===== src/rtl/seq_detector_pkg.sv =====
// Shared types and helpers for the parametrised two-pattern sequence detector.
// Latency: n/a (package only).
// Backpressure: n/a (package only).
package seq_detector_pkg;

  // Fill state of the symbol window, derived from the fill counter.
  typedef enum logic [1:0] {
    FILL_EMPTY   = 2'd0,
    FILL_FILLING = 2'd1,
    FILL_ARMED   = 2'd2
  } fill_state_e;

  // Widest symbol and pattern the helper function can handle.
  localparam int SYM_MAX = 32;
  localparam int PAT_MAX = 64;

  // Default patterns for W=2, L=3; the first symbol sits in the MSBs.
  localparam logic [5:0] DEF_PAT_A = 6'b00_01_10;
  localparam logic [5:0] DEF_PAT_B = 6'b11_01_10;

  // Extract symbol idx (0 = first, oldest symbol) of an l-symbol pattern of w-bit symbols.
  function automatic logic [SYM_MAX-1:0] pat_sym(
    input logic [PAT_MAX-1:0] pattern,
    input int                 idx,
    input int                 w,
    input int                 l
  );
    logic [PAT_MAX-1:0] shifted;
    logic [SYM_MAX-1:0] mask;
    shifted = pattern >> ((l - 1 - idx) * w);
    mask    = (SYM_MAX'(1) << w) - SYM_MAX'(1);
    return SYM_MAX'(shifted) & mask;
  endfunction

endpackage


===== src/rtl/seq_window.sv =====
// Shift register of the last L-1 accepted symbols plus a saturating fill counter.
// Latency: window and fill update on the edge that samples shift/flush/clr.
// Backpressure: none; accepts one symbol per cycle whenever shift is high.
module seq_window
  import seq_detector_pkg::*;
#(
  parameter int W = 2,
  parameter int L = 3
) (
  input  logic               clock,
  input  logic               reset_,
  input  logic               clr,
  input  logic               shift,
  input  logic               flush,
  input  logic [W-1:0]       din,
  output logic [(L-1)*W-1:0] window,
  output fill_state_e        fill_state,
  output logic               armed
);

  localparam int FW = (L > 2) ? $clog2(L) : 1;
  localparam logic [FW-1:0] FILL_MAX = FW'(L - 1);

  logic [FW-1:0]        fill;
  logic [(L-1)*W-1:0]   next_window;

  // The oldest symbol falls off the top when a new one is shifted in.
  if (L == 2) begin : g_single
    assign next_window = din;
  end else begin : g_multi
    assign next_window = {window[(L-2)*W-1:0], din};
  end

  // Classify the fill counter into EMPTY / FILLING / ARMED.
  always_comb begin
    fill_state = FILL_FILLING;
    if (fill == '0) begin
      fill_state = FILL_EMPTY;
    end else if (fill == FILL_MAX) begin
      fill_state = FILL_ARMED;
    end
  end

  assign armed = (fill_state == FILL_ARMED);

  // Window and fill counter: clear beats flush beats shift.
  always_ff @(posedge clock or negedge reset_) begin
    if (!reset_) begin
      fill   <= '0;
      window <= '0;
    end else if (clr) begin
      fill   <= '0;
      window <= '0;
    end else if (flush) begin
      fill   <= '0;
    end else if (shift) begin
      window <= next_window;
      if (!armed) begin
        fill <= fill + FW'(1);
      end
    end
  end

endmodule


===== src/rtl/seq_detector_param.sv =====
// Counts occurrences of pattern A/B in a valid-qualified W-bit symbol stream.
// Latency: match and z update on the edge that samples the final symbol.
// Backpressure: none; one symbol accepted on every cycle valid is high.
module seq_detector_param
  import seq_detector_pkg::*;
#(
  parameter int               W     = 2,
  parameter int               L     = 3,
  parameter int               N     = 4,
  parameter logic [L*W-1:0]   PAT_A = (L*W)'(DEF_PAT_A),
  parameter logic [L*W-1:0]   PAT_B = (L*W)'(DEF_PAT_B),
  parameter bit               SAT   = 1'b0
) (
  input  logic         clock,
  input  logic         reset_,
  input  logic         clr,
  input  logic         valid,
  input  logic [W-1:0] x1_x0,
  input  logic         mode_alt,
  input  logic         overlap,
  output logic [N-1:0] z,
  output logic         match,
  output logic         expect_b
);

  logic [(L-1)*W-1:0] window;
  fill_state_e        fill_state;
  logic               armed;
  logic [L*W-1:0]     cand;
  logic               eq_a;
  logic               eq_b;
  logic               target_hit;
  logic               hit;
  logic               win_shift;
  logic               win_flush;

  // The candidate is the stored history followed by the symbol on the input now.
  assign cand = {window, x1_x0};

  // Symbol-by-symbol compare of the candidate against both patterns.
  always_comb begin
    eq_a = 1'b1;
    eq_b = 1'b1;
    for (int i = 0; i < L; i++) begin
      if (SYM_MAX'(cand[(L-1-i)*W +: W]) != pat_sym(PAT_MAX'(PAT_A), i, W, L)) begin
        eq_a = 1'b0;
      end
      if (SYM_MAX'(cand[(L-1-i)*W +: W]) != pat_sym(PAT_MAX'(PAT_B), i, W, L)) begin
        eq_b = 1'b0;
      end
    end
  end

  // Alternate mode looks only for the pattern selected by the count parity.
  always_comb begin
    target_hit = eq_a | eq_b;
    if (mode_alt) begin
      target_hit = z[0] ? eq_b : eq_a;
    end
  end

  assign hit       = valid && armed && target_hit;
  assign win_flush = hit && !overlap;
  assign win_shift = valid && !win_flush;

  seq_window #(
    .W (W),
    .L (L)
  ) u_window (
    .clock      (clock),
    .reset_     (reset_),
    .clr        (clr),
    .shift      (win_shift),
    .flush      (win_flush),
    .din        (x1_x0),
    .window     (window),
    .fill_state (fill_state),
    .armed      (armed)
  );

  // Hit counter and one-cycle match pulse; clr overrides a simultaneous hit.
  always_ff @(posedge clock or negedge reset_) begin
    if (!reset_) begin
      z     <= '0;
      match <= 1'b0;
    end else if (clr) begin
      z     <= '0;
      match <= 1'b0;
    end else if (hit) begin
      match <= 1'b1;
      if (!(SAT && (z == {N{1'b1}}))) begin
        z <= z + N'(1);
      end
    end else begin
      match <= 1'b0;
    end
  end

  // Parity of the registered count decides which pattern is expected next.
  assign expect_b = z[0];

endmodule


===== config.mk =====
export PLATFORM = sky130hd
export DESIGN_NAME = seq_detector_param
export DESIGN_NICKNAME = d
export VERILOG_FILES = /design/src/rtl/seq_detector_pkg.sv /design/src/rtl/seq_window.sv /design/src/rtl/seq_detector_param.sv
export SDC_FILE = /design/constraint.sdc
export NUM_CORES = 1
export LEC_CHECK = 0
export CAP_MARGIN = 20
export CORE_AREA = 2 2 39 41
export CTS_CLUSTER_DIAMETER = 150
export CTS_CLUSTER_SIZE = 12
export DETAILED_ROUTE_END_ITERATION = 8
export DIE_AREA = 0 0 41 43
export PLACE_DENSITY = 0.74
export SYNTH_ARGS = -nofsm -noshare
export SYNTH_HDL_FRONTEND = slang
export SYNTH_SLANG_ARGS = --single-unit

===== constraint.sdc =====
create_clock -name clock -period 4.5 [get_ports clock]
set_input_delay 0.9 -clock clock [delete_from_list [all_inputs] [get_ports clock]]
set_output_delay 0.9 -clock clock [all_outputs]
set_load 0.05 [all_outputs]

==> metrics.md, run 1 <==
| Metric | Value |
|---|---|
| Status | `complete, no violations` |
| Total core area | `between 1000 and 1500 sq um` |
| Final Slew Violations | `0` |
| Synth Area in Simple Gates | `0.255` |
| GRT Residual Overflow | `0` |
| CP max-delay cell | `clkdlybuf4s50_1` |
| Hold WC Path Type | `register to register` |
| Final WL | `~1100 um` |
| Slowest stage delay, CP | `between 800 and 900 ps` |
| Initial antenna violation count | `0` |
| Clock buffer count from CTS | `3` |
| RR Endpoint | `z[3]` |
| Maximum VDD drop | `roughly 170 uV` |
| Crit path time final | `2480 ps` |
| Post-CTS sizing | `0` |
| Mapped Cells | `59` |
| Place WS | `approximately 1900 ps` |
| Area Overhead vs Synth | `25.3%` |
| PD cells | `266 nW/um^2` |
| Total leakage power | `~0.30 nW` |
| Detailed Place HPWL | `approximately 800 um` |
| Crit-path cells | `clkdlybuf4s50_1` |
| Iter 0 DRT Violations | `4` |
| Register bit total from synthesis | `11` |
| Final period util | `0.551` |
| Hold-fix buffers, CTS | `0` |
| Synthesized-area fraction occupied by adder cells | `0.0414` |
| Vias in the first global route | `a little over 400` |
| Gr usage total | `0.160` |
| Wire length per cell | `between 10 and 15 um` |
| Synth area leaders | `dfrtp_1, nand2b_1, ha_1` |
| Setup ws final | `2020 ps` |
| Fin nets | `84` |
| Io pins | `14` |
| Final core occ | `0.547` |
| CP Class | `register to output pin` |
| Max-Cap Viols | `0` |
| Worst reg2reg setup slack | `approximately 2700 ps` |
| Fin cells | `89` |
| Cell accounting for the most synthesized area | `dfrtp_1` |
| Hold Path Stages | `2` |
| Worst hold slack | `about 560 ps` |
| Largest family of logic cells by synthesized area | `simple AND/OR/NAND/NOR gates` |
| RePlAce Congestion | `just under 0.8` |
| Unrepaired setup endpoints after global routing | `false` |
| R2R depth | `4` |
| Mux cell area share after synthesis | `0.0352` |
| Later-pin clock latency in the skew report | `between 200 and 300 ps` |
| Die height | `43 um` |
| Yosys top cell area share | `0.455` |
| Die X | `between 40 and 50 um` |
| Largest net degree at the start of global routing | `16` |
| Post-synthesis sequential area ratio | `0.455` |
| Die ar. | `1760 sq um` |
| DRC | `0` |
| Final hold viol count | `0` |
| CP delay by family, top | `buffers and inverters` |
| Worst-path clk slew | `roughly 70 ps` |
| Drt via density | `approximately 5.3` |
| Fmax achieved | `slightly above 0.4 GHz` |
| Netlist Area Pre-Place | `between 600 and 700 sq um` |
| Starting density of the core | `0.437` |
| Worst Setup Start Kind | `register` |
| Row cnt | `14` |
| Hold Path End | `u_window.window[2]` |
| Port buffer count | `13` |
| CP Depth | `1` |
| Final Skew | `~1.3 ps` |
| Least-Margin Pin Slew | `roughly 740 ps` |
| Post-route ant nets | `0` |
| Synth Area in XOR/XNOR | `0.0145` |
| CTS sink count | `11` |
| First-pass GRT wire length | `between 1500 and 2000 um` |
| Distinct cells, synth | `27` |
| DR vias | `between 400 and 500` |
| Critical path data arrival time | `about 1600 ps` |
| Synthesized net count | `around 70` |
| CTS H-tree lvls | `1` |
| N_diodes | `0` |
| Mapped Avg Cell Area | `between 10 and 15 sq um` |
| Rel. slew slack | `0.503` |
| Setup bufs post-CTS | `0` |
| Layout cells sized above 1 | `0.110` |
| Worst Setup End Kind | `output pin` |
| TritonCTS clock tree | `built` |
| First-pass DRT Iterations | `4` |
| Synth Area in Compound Gates | `0.147` |
| HP Start | `u_window.window[0]` |
| Reg2Reg Launch Point | `z[0]` |
| Synth warn | `0` |
| Clock Path Buffers | `2` |
| Placed cell count | `between 80 and 90` |
| Maximum fanout along the worst path | `8` |
| Buf+Inv Stages, Crit Path | `1` |
| Fillers | `123` |
| Setup-failing EPs final | `0` |
| Setup tns final | `0 ps` |
| Critical path required time | `3600 ps` |
| Root buf cell | `clkbuf_4` |
[cell usage after synthesis]
cell type / n
ha_1: 2
dfrtp_1: 11
mux2_2: 1
a31oi_1: 1
nor3_1: 5
a21oi_1: 4
xnor2_1: 1
buf_2: 1
mux2i_1: 1
or3_1: 1
nand3b_1: 2
nor2b_1: 1
nand4bb_1: 1
nor2_1: 2
nand3_1: 2
buf_4: 1
a211oi_2: 1
or3b_2: 1
nand2b_1: 6
inv_1: 2
nor3b_2: 1
nand4_1: 1
o31ai_1: 2
buf_6: 1
or4_1: 1
o31a_2: 1
o21ai_0: 5
[layout by cell type (no fill, tap or decap)]
master	n
inv_1	2
or3_1	1
nand2b_1	6
nand3b_1	2
nor2b_1	1
xnor2_1	1
a211oi_2	1
nand4_1	1
ha_1	2
or4_1	1
clkbuf_4	3
o31ai_1	2
dfrtp_1	11
nand3_1	2
o31a_2	1
nor3b_2	1
a21oi_1	4
or3b_2	1
clkbuf_1	1
a31oi_1	1
nor3_1	5
o21ai_0	5
clkdlybuf4s50_1	13
mux2_2	1
nor2_1	2
nand4bb_1	1
mux2i_1	1
[kinds of logic after synthesis]
kind of cell             Yosys count
AND/OR/NAND/NOR                   24
AO/OA/AOI/OAI                     14
flip-flops                        11
buffers and inverters              5
multiplexers                       2
adder cells (fa/ha/maj)            2
XOR/XNOR                           1
[power breakdown]
part	internal (W)	switching [W]	total [W]	leakage [nW]
clock	0.0000344	0.0000352	0.0000697	0.0150
sequential	0.000103	0.00000195	0.000104	0.151
combinational	0.0000134	0.0000141	0.0000274	0.138
[metrics by stage]
step	total power (W)	cell area, sq um
after floorplan	0.000123	604
after global placement	0.000133	731
after detailed placement	0.000134	731
after CTS	0.000204	757
after global routing	0.000211	757
final	0.000202	757
[worst max-delay path by stage]
stage	from	end	slack, ps
after floorplan	x1_x0[0]	z[3]	2530
after global placement	mode_alt	z[3]	1930
after detailed placement	mode_alt	z[3]	1890
after CTS	z[0]	z[0]	2000
after global routing	z[0]	z[0]	1950
final	z[0]	z[0]	2020
[flip-flops by register name (all words and copies together), names as in the netlist]
name,count
match,1
u_window.window,4
z,4
u_window.fill,2
[cell type report]
| cell class | instances | area (sq um) | share of cell area |
|---|---|---|---|
| well taps | 16 | 20.0 | 0.0264 |
| multi-input cells | 43 | 298 | 0.393 |
| flip-flops and latches | 11 | 275 | 0.364 |
| clock buffers | 4 | 26.3 | 0.0347 |
| inverters | 2 | 7.51 | 0.00992 |
| repair buffers | 13 | 130 | 0.172 |
[metal layers]
metal	track usage	part of all wire	wire, um
met1	0.241	0.52	590
met4	0.120	0.040	46
met3	0.0314	0.036	41
met2	0.191	0.40	458
met5	0	0	0
Note: power is estimated with default switching activity, not from simulation.
==> run 2: changes to the inputs <==
--- a/config.mk
+++ b/config.mk
@@ -6,11 +6,11 @@
 export NUM_CORES = 1
 export LEC_CHECK = 0
 export CAP_MARGIN = 20
-export CORE_AREA = 2 2 39 41
+export CORE_MARGIN = 1
+export CORE_UTILIZATION = 46
 export CTS_CLUSTER_DIAMETER = 150
 export CTS_CLUSTER_SIZE = 12
 export DETAILED_ROUTE_END_ITERATION = 8
-export DIE_AREA = 0 0 41 43
 export PLACE_DENSITY = 0.74
 export SYNTH_ARGS = -nofsm -noshare
 export SYNTH_HDL_FRONTEND = slang
==> constraint.sdc (replaced) <==
create_clock -name clock -period 2.3 [get_ports clock]
set_input_delay 0.46 -clock clock [delete_from_list [all_inputs] [get_ports clock]]
set_output_delay 0.46 -clock clock [all_outputs]
set_load 0.05 [all_outputs]
==> run 2 against run 1 <==
Non-clock buffer count grew 1. Routed wire length shrank 1.1%. Via count grew 3.0%. Critical endpoint unchanged. Largest power group unchanged.
==> metrics.md, run 2 (synthesized netlist as in run 1, its figures left out) <==
| Metric | Value |
|---|---|
| Crit path time final | `2060 ps` |
| Post-route ant nets | `0` |
| Io pins | `14` |
| Initial antenna violation count | `0` |
| Area Overhead vs Synth | `26.1%` |
| Clock network power share | `0.347` |
| Max-Cap Viols | `0` |
| Layout cells sized above 1 | `0.122` |
| CP delay by family, top | `buffers and inverters` |
| Gr usage total | `0.189` |
| Worst reg2reg setup slack | `between 500 and 600 ps` |
| Fillers | `around 100` |
| Net Sw Frac | `0.257` |
| Hold WC Path Type | `primary input to asynchronous set/reset pin` |
| Buf+Inv Stages, Crit Path | `1` |
| Vias in the first global route | `431` |
| Register share of total power | `0.516` |
| CP Class | `register to output pin` |
| Starting density of the core | `0.523` |
| Area after DPL | `between 700 and 800 sq um` |
| Critical path data arrival time | `1600 ps` |
| Commonest non-fill, non-tap cells in the layout | `clkdlybuf4s50_1, dfrtp_1, nand2b_1` |
| Final period util | `0.895` |
| Post-CTS sizing | `0` |
| Setup tns final | `0 ps` |
| Leading cell type in the layout, fill and taps excluded | `clkdlybuf4s50_1` |
| DRC | `0` |
| R2R depth | `4` |
| Reg2Reg Launch Point | `z[0]` |
| Sw power | `between 0.0001 and 0.00015 W` |
| Hold-fix buffers, CTS | `0` |
| Clock buffer count from CTS | `3` |
| Detailed Place HPWL | `~800 um` |
| Final WL | `between 1000 and 1500 um` |
| Maximum VDD drop | `355 uV` |
| Total leakage power | `between 0.3 and 0.4 nW` |
| CTS H-tree lvls | `1` |
| Rel. slew slack | `0.504` |
| N_diodes | `0` |
| Worst Setup End Kind | `output pin` |
| Setup bufs post-CTS | `0` |
| Iter 0 DRT Violations | `6` |
| Total core area | `1160 sq um` |
| Row cnt | `12` |
| CTS sink count | `11` |
| Largest net degree at the start of global routing | `16` |
| Wire length per cell | `between 10 and 15 um` |
| Final Skew | `1.52 ps` |
| Die ar. | `~1500 sq um` |
| RR Endpoint | `z[3]` |
| Unrepaired setup endpoints after global routing | `false` |
| Maximum fanout along the worst path | `8` |
| First-pass GRT wire length | `around 1800 um` |
| Critical path required time | `~1800 ps` |
| RePlAce Congestion | `between 0.6 and 0.7` |
| TritonCTS clock tree | `built` |
| Drt via density | `about 5.5` |
| Later-pin clock latency in the skew report | `270 ps` |
| Port buffer count | `13` |
| DR vias | `just under 500` |
| Clock Path Buffers | `2` |
| Root buf cell | `clkbuf_4` |
| First-pass DRT Iterations | `4` |
| Least-Margin Pin Slew | `741 ps` |
| Worst-path clk slew | `about 70 ps` |
| Final Slew Violations | `0` |
| Fin nets | `85` |
| CP max-delay cell | `clkdlybuf4s50_1` |
| Comb pwr share | `0.138` |
| Final hold viol count | `0` |
| Slowest stage delay, CP | `850 ps` |
| Die X | `approximately 38 um` |
| Status | `complete, no violations` |
| Leading registers by flop count | `u_window.window: 4 flops, z: 4 flops, u_window.fill: 2 flops` |
| Crit-path cells | `clkdlybuf4s50_1` |
| PD cells | `521 nW/um^2` |
| Fmax achieved | `between 0.4 and 0.5 GHz` |
| Worst Setup Start Kind | `register` |
| Setup-failing EPs final | `0` |
| Fin area | `between 700 and 800 sq um` |
| Die height | `38.2 um` |
| GRT Residual Overflow | `0` |
| Internal power | `a little under 0.0003 W` |
[run 2: cell types whose count changed in the layout (fill, tap and decap cells not counted)]
cell,change
buf_4,+1
[run 2: power groups by stage]
| stage | sequential (W) | combinational [W] | clock [W] |
|---|---|---|---|
| 6_report | 0.000205 | 0.0000548 | 0.000138 |
| 2_1_floorplan | 0.000208 | 0.0000320 | 0 |
| 4_1_cts | 0.000205 | 0.0000554 | 0.000140 |
| 3_5_place_dp | 0.000209 | 0.0000550 | 0 |
| 5_1_grt | 0.000206 | 0.0000615 | 0.000148 |
| 3_3_place_gp | 0.000208 | 0.0000538 | 0 |
[run 2: cell type report]
| class | instances | area [sq um] | share of cell area |
|---|---|---|---|
| Multi-Input combinational cell | 43 | 298 | 0.391 |
| Sequential cell | 11 | 275 | 0.361 |
| Timing Repair Buffer | 14 | 138 | 0.181 |
| Clock buffer | 4 | 26.3 | 0.0345 |
| Tap cell | 14 | 17.5 | 0.0230 |
| Inverter | 2 | 7.51 | 0.00985 |
[run 2: routing by layer]
metal | track usage | share of wire
met1 | 0.229 | 0.48
met2 | 0.284 | 0.45
met3 | 0.0523 | 0.051
met4 | 0.134 | 0.024
met5 | 0 | 0
[run 2: metrics by stage]
| step | util | std cells | hold WS [ps] | total power [W] | worst slack (ps) |
|---|---|---|---|---|---|
| after floorplan | - | 59 | 164 | 0.000240 | 528 |
| after global placement | 0.636 | 84 | 542 | 0.000262 | 165 |
| after detailed placement | 0.636 | 84 | 554 | 0.000264 | 142 |
| after CTS | 0.659 | 88 | 538 | 0.000401 | 226 |
| after global routing | 0.659 | 88 | 570 | 0.000415 | 193 |
| final | 0.659 | 88 | 522 | 0.000397 | 240 |
[run 2: worst max-delay path by stage]
stage	from	end	slack, ps	cells past startpoint
finish	z[0]	z[0]	240	1
global route	z[0]	z[0]	190	1
CTS	z[0]	expect_b	230	1
detailed placement	mode_alt	z[3]	140	5
global placement	mode_alt	z[3]	170	5
floorplan	z[0]	z[2]	530	5
